===== src/rtl/mix_columns_engine.sv =====
// Iterative AES (Inv)MixColumns engine: one 32-bit column per clock through a
// shared column datapath, with per-transaction mode and bypass.
module mix_columns_engine #(
    parameter int NUM_COLS = 4
) (
    input  logic                    clk,
    input  logic                    rst_n,
    input  logic                    in_valid,
    output logic                    in_ready,
    input  logic [32*NUM_COLS-1:0]  in_data,
    input  logic                    in_inv,
    input  logic                    in_bypass,
    output logic                    out_valid,
    input  logic                    out_ready,
    output logic [32*NUM_COLS-1:0]  out_data,
    output logic                    busy
);

    localparam int W  = 32 * NUM_COLS;
    localparam int CW = (NUM_COLS > 1) ? $clog2(NUM_COLS) : 1;
    localparam logic [CW-1:0] LAST = CW'(NUM_COLS - 1);

    typedef enum logic [1:0] {
        IDLE,
        BUSY,
        DONE
    } state_t;

    state_t        state;
    logic [W-1:0]  data_q;
    logic          inv_q;
    logic [CW-1:0] col_idx;
    logic [31:0]   col_in;
    logic [31:0]   col_out;

    function automatic logic [7:0] xt(input logic [7:0] b);
        return {b[6:0], 1'b0} ^ (b[7] ? 8'h1B : 8'h00);
    endfunction

    function automatic logic [7:0] mul2(input logic [7:0] b);
        return xt(b);
    endfunction

    function automatic logic [7:0] mul3(input logic [7:0] b);
        return xt(b) ^ b;
    endfunction

    // 9, B, D, E are sums of x8, x4, x2 and x1 of the operand.
    function automatic logic [7:0] mul9(input logic [7:0] b);
        return xt(xt(xt(b))) ^ b;
    endfunction

    function automatic logic [7:0] mulb(input logic [7:0] b);
        return xt(xt(xt(b))) ^ xt(b) ^ b;
    endfunction

    function automatic logic [7:0] muld(input logic [7:0] b);
        return xt(xt(xt(b))) ^ xt(xt(b)) ^ b;
    endfunction

    function automatic logic [7:0] mule(input logic [7:0] b);
        return xt(xt(xt(b))) ^ xt(xt(b)) ^ xt(b);
    endfunction

    function automatic logic [31:0] fwd_mix(input logic [31:0] col);
        logic [7:0] a, b, c, d;
        {a, b, c, d} = col;
        return {mul2(a) ^ mul3(b) ^ c       ^ d,
                a       ^ mul2(b) ^ mul3(c) ^ d,
                a       ^ b       ^ mul2(c) ^ mul3(d),
                mul3(a) ^ b       ^ c       ^ mul2(d)};
    endfunction

    function automatic logic [31:0] inv_mix(input logic [31:0] col);
        logic [7:0] a, b, c, d;
        {a, b, c, d} = col;
        return {mule(a) ^ mulb(b) ^ muld(c) ^ mul9(d),
                mul9(a) ^ mule(b) ^ mulb(c) ^ muld(d),
                muld(a) ^ mul9(b) ^ mule(c) ^ mulb(d),
                mulb(a) ^ muld(b) ^ mul9(c) ^ mule(d)};
    endfunction

    // Column 0 sits in the most significant word of the state.
    always_comb begin
        col_in = '0;
        for (int unsigned i = 0; i < NUM_COLS; i++) begin
            if (col_idx == CW'(i)) begin
                col_in = data_q[32*(NUM_COLS-1-i) +: 32];
            end
        end
    end

    always_comb begin
        col_out = inv_q ? inv_mix(col_in) : fwd_mix(col_in);
    end

    // in_ready is a registered flag so it stays low during reset and rises one
    // edge after reset release or after the output handshake.
    always_ff @(posedge clk) begin
        if (!rst_n) begin
            state     <= IDLE;
            in_ready  <= 1'b0;
            out_valid <= 1'b0;
            busy      <= 1'b0;
            out_data  <= '0;
            data_q    <= '0;
            inv_q     <= 1'b0;
            col_idx   <= '0;
        end else begin
            case (state)
                IDLE: begin
                    if (in_ready && in_valid) begin
                        data_q   <= in_data;
                        inv_q    <= in_inv;
                        col_idx  <= '0;
                        in_ready <= 1'b0;
                        busy     <= 1'b1;
                        if (in_bypass) begin
                            out_data  <= in_data;
                            out_valid <= 1'b1;
                            state     <= DONE;
                        end else begin
                            state <= BUSY;
                        end
                    end else begin
                        in_ready <= 1'b1;
                    end
                end
                BUSY: begin
                    for (int unsigned i = 0; i < NUM_COLS; i++) begin
                        if (col_idx == CW'(i)) begin
                            out_data[32*(NUM_COLS-1-i) +: 32] <= col_out;
                        end
                    end
                    if (col_idx == LAST) begin
                        out_valid <= 1'b1;
                        state     <= DONE;
                    end else begin
                        col_idx <= col_idx + 1'b1;
                    end
                end
                DONE: begin
                    if (out_ready) begin
                        out_valid <= 1'b0;
                        busy      <= 1'b0;
                        in_ready  <= 1'b1;
                        state     <= IDLE;
                    end
                end
                default: begin
                    state <= IDLE;
                end
            endcase
        end
    end

endmodule


===== config.mk =====
export PLATFORM = sky130hd
export DESIGN_NAME = mix_columns_engine
export DESIGN_NICKNAME = d
export VERILOG_FILES = /design/src/rtl/mix_columns_engine.sv
export SDC_FILE = /design/constraint.sdc
export NUM_CORES = 1
export LEC_CHECK = 0
export CAP_MARGIN = 20
export CORE_MARGIN = 2
export CORE_UTILIZATION = 53
export CTS_CLUSTER_SIZE = 30
export DETAILED_ROUTE_END_ITERATION = 16
export PLACE_DENSITY = 0.92
export SKIP_CTS_REPAIR_TIMING = 1
export SLEW_MARGIN = 25
export SYNTH_ARGS = -nofsm -noshare
export SYNTH_HDL_FRONTEND = slang
export SYNTH_SLANG_ARGS = --single-unit
export TNS_END_PERCENT = 10

===== constraint.sdc =====
create_clock -name clk -period 4.02 [get_ports clk]
set_input_delay 0.603 -clock clk [delete_from_list [all_inputs] [get_ports clk]]
set_output_delay 0.603 -clock clk [all_outputs]
set_load 0.02 [all_outputs]

==> metrics.md <==
| Metric | Value |
|---|---|
| Status | completed |
| Worst setup path startpoint | col_idx[0] |
| First-pass GRT wire length | between 70,000 and 80,000 um |
| Synth-to-layout area growth | 30.4% |
| TritonRoute pass-1 iters | 10 |
| EDFF count, synth | 0 |
| Critical path startpoint category | flop |
| Hold WC Path Type | reg -> reg |
| Commonest non-fill, non-tap cell in the layout | nand2_1 |
| CTS tree | done |
| Seq/Total Area, Yosys | 39.0% |
| GR Util met1 | 47.3% |
| Initial Util | 53.9% |
| Mapped Area | 13,500 um2 |
| Setup violators final | 0 |
| Share of cells above drive strength 1 | a little under a tenth |
| H-Tree Depth | 1 |
| Final Cycle Share | 96.1% |
| WL final | 52,400 um |
| CP Max Fanout | 19 |
| I/O Buffers | 264 |
| CTS Sinks | 264 |
| Inserted Clock Buffers | 26 |
| Nets | 2,042 |
| Row cnt | 58 |
| DP HPWL | 37,100 um |
| Max VDD drop | 0.305 mV |
| Setup slack after layout | 157 ps |
| Async SR Flop Fraction | 0% |
| DP Worst Slack | 141 ps |
| R2R setup slack | between 150 and 200 ps |
| Reg clk slew, reported paths | 70 ps |
| Worst R2R Start | col_idx[0] |
| Warnings, synthesis | 0 |
| Clk_skew | 25.2 ps |
| Met2 usage | 60.8% |
| Setup CP Type | reg -> reg |
| DR WL/cell | around 23 um |
| Mapped Cells | 1,674 |
| DRC errors left | 0 |
| Initial antenna violation count | 2 |
| Final TNS setup | 0 ps |
| Die width | 164 um |
| Core Area | 25,100 um2 |
| Clk_lat worst skew | 570 ps |
| Met3 Track Usage GR | 6.89% |
| Main synth FF type | dfxtp_1 |
| Die footprint | 26,800 um2 |
| Hold_sp | data_q[33] |
| Unrepaired setup endpoints after global routing | false |
| Via count | 14.0k |
| Tmin final | around 3900 ps |
| Total track usage | 38.2% |
| Relative slew slack | 31.6% |
| Routed Antenna Nets | 0 |
| Top Ports | approximately 270 |
| GR peak layer | met2 |
| Worst slew pin tran | 1030 ps |
| Initial DRC count | ~1.8k |
| WP data arrival | ~4300 ps |
| P_leak | 6.28 nW |
| Final count of hold timing violations | 0 |
| Syn_area_per_cell | 8.09 um2 |
| RePlAce Congestion | 1.01 |
| Overflow after GRT | 0 |
| Net Count, Synth | 1,812 |
| Post-detailed-route via-to-cell ratio | 6.19 |
| Clock Tree Buf Depth | 3 |
| Most frequent cells in the layout | 353 x nand2_1, 339 x a21oi_1, 264 x dfxtp_1, 263 x clkdlybuf4s50_1, 126 x xnor2_1 |
| Type of element capturing the critical path | flop |
| Max-cap violations | 0 |
| Vias in the first global route | 13.5k |
| Register area | 5290 um2 |
| Largest net degree at the start of global routing | 121 |
| Chip height | 164 um |
| Slew Viols, Final | 0 |
| Number of library cell types mapped by synthesis | between 60 and 70 |
| Fmax | 259 MHz |
| Multi-input gate area | 7650 um2 |
| Root Driver | clkbuf_16 |
| Flops & latches, synth | 264 |
| CP Data Required Time | 4460 ps |
| Pwr Density | 439 nW/um2 |
| # fillers | about 1.9k |
final cells by class:
class                   count  share of cell area (%)
diodes                      2                  0.0284
clock buffers              29                    3.92
clock inverters            17                    1.21
inverters                  17                   0.376
multi-input cells        1253                    43.3
flip-flops and latches    264                    29.9
well taps                 330                    2.34
repair buffers            342                    18.8
cells by family after synthesis:
| group | after synthesis | share of synthesized area, % |
|---|---|---|
| AO/OA/AOI/OAI | 576 | 24.5 |
| XOR/XNOR | 196 | 16.0 |
| adder cells (fa/ha/maj) | 4 | 0.370 |
| buffers and inverters | 157 | 5.11 |
| flip-flops | 264 | 39.0 |
| multiplexers | 7 | 0.518 |
| AND/OR/NAND/NOR | 470 | 14.4 |
stage by stage:
| stage | utilization [%] | total power [mW] | instance area, um2 | hold slack [ps] | std cells |
|---|---|---|---|---|---|
| 5_1_grt | 70.3 | 7.98 | 17600 | 475 | 2252 |
| 3_3_place_gp | 66.5 | 5.12 | 16700 | 441 | 2206 |
| 3_5_place_dp | 66.5 | 5.13 | 16700 | 443 | 2206 |
| 4_1_cts | 70.1 | 7.68 | 17600 | 452 | 2252 |
| 6_report | 70.3 | 7.74 | 17600 | 454 | 2254 |
| 2_1_floorplan | - | 4.30 | 13500 | 431 | 1674 |
where the power goes:
| part | switching (mW) | internal [mW] |
|---|---|---|
| clock network | 1.13 | 1.45 |
| registers | 0.107 | 2.77 |
| logic | 1.23 | 1.05 |
cells in the mapped netlist (all sizes together) (4+ instances only):
library cell  count  share of area, %
nand3            25              0.92
clkbuf          106               2.9
xnor2           139               9.9
nand3b            5              0.28
nand2           353               9.8
nor2             39               1.1
nand2b           20              0.92
o211ai           32               1.8
inv              17              0.47
or3               4              0.18
nor3              8              0.30
xor2             33               2.1
xnor3            21               3.5
ha                4              0.37
a22oi             9              0.71
mux2i             7              0.52
o221a             4              0.33
o311a            17               1.3
a32o             11              0.81
a2111oi           4              0.26
o21ai           135               5.1
dfxtp           264                39
a21oi           343                13
and3              5              0.23
a21o              4              0.22
buf              34               1.7
sequential cells by signal (all words and copies together), names as in the netlist:
| register | cells |
|---|---|
| busy | 1 |
| col_idx | 2 |
| data_q | 128 |
| in_ready | 1 |
| inv_q | 1 |
| out_data | 128 |
| out_valid | 1 |
| state | 2 |
worst paths after layout:
check,end,cells past startpoint
max reg2reg,out_data[83],11
min,data_q[33],2
min reg2reg,data_q[33],2
max,out_data[83],11
worst max-delay path, stage by stage, from the launching register on:
cell and delay, ps:
dfxtp_1 350, inv_1 130, ha_1 330, inv_2 260, o311a_2 550, xnor2_4 190
xnor3_1 590, xnor2_2 360, xnor3_1 380, and3_1 180, o21ai_2 270, a21oi_1 130
per-layer routing:
| layer | vias up | routed length, um |
|---|---|---|
| met4 | 0 | 4030 |
| met5 | - | 0 |
| met3 | 224 | 5680 |
| met2 | 1019 | 23500 |
| met1 | 6516 | 19100 |
| li1 | 6201 | - |
No activity file was read; power rests on OpenSTA's default activity.
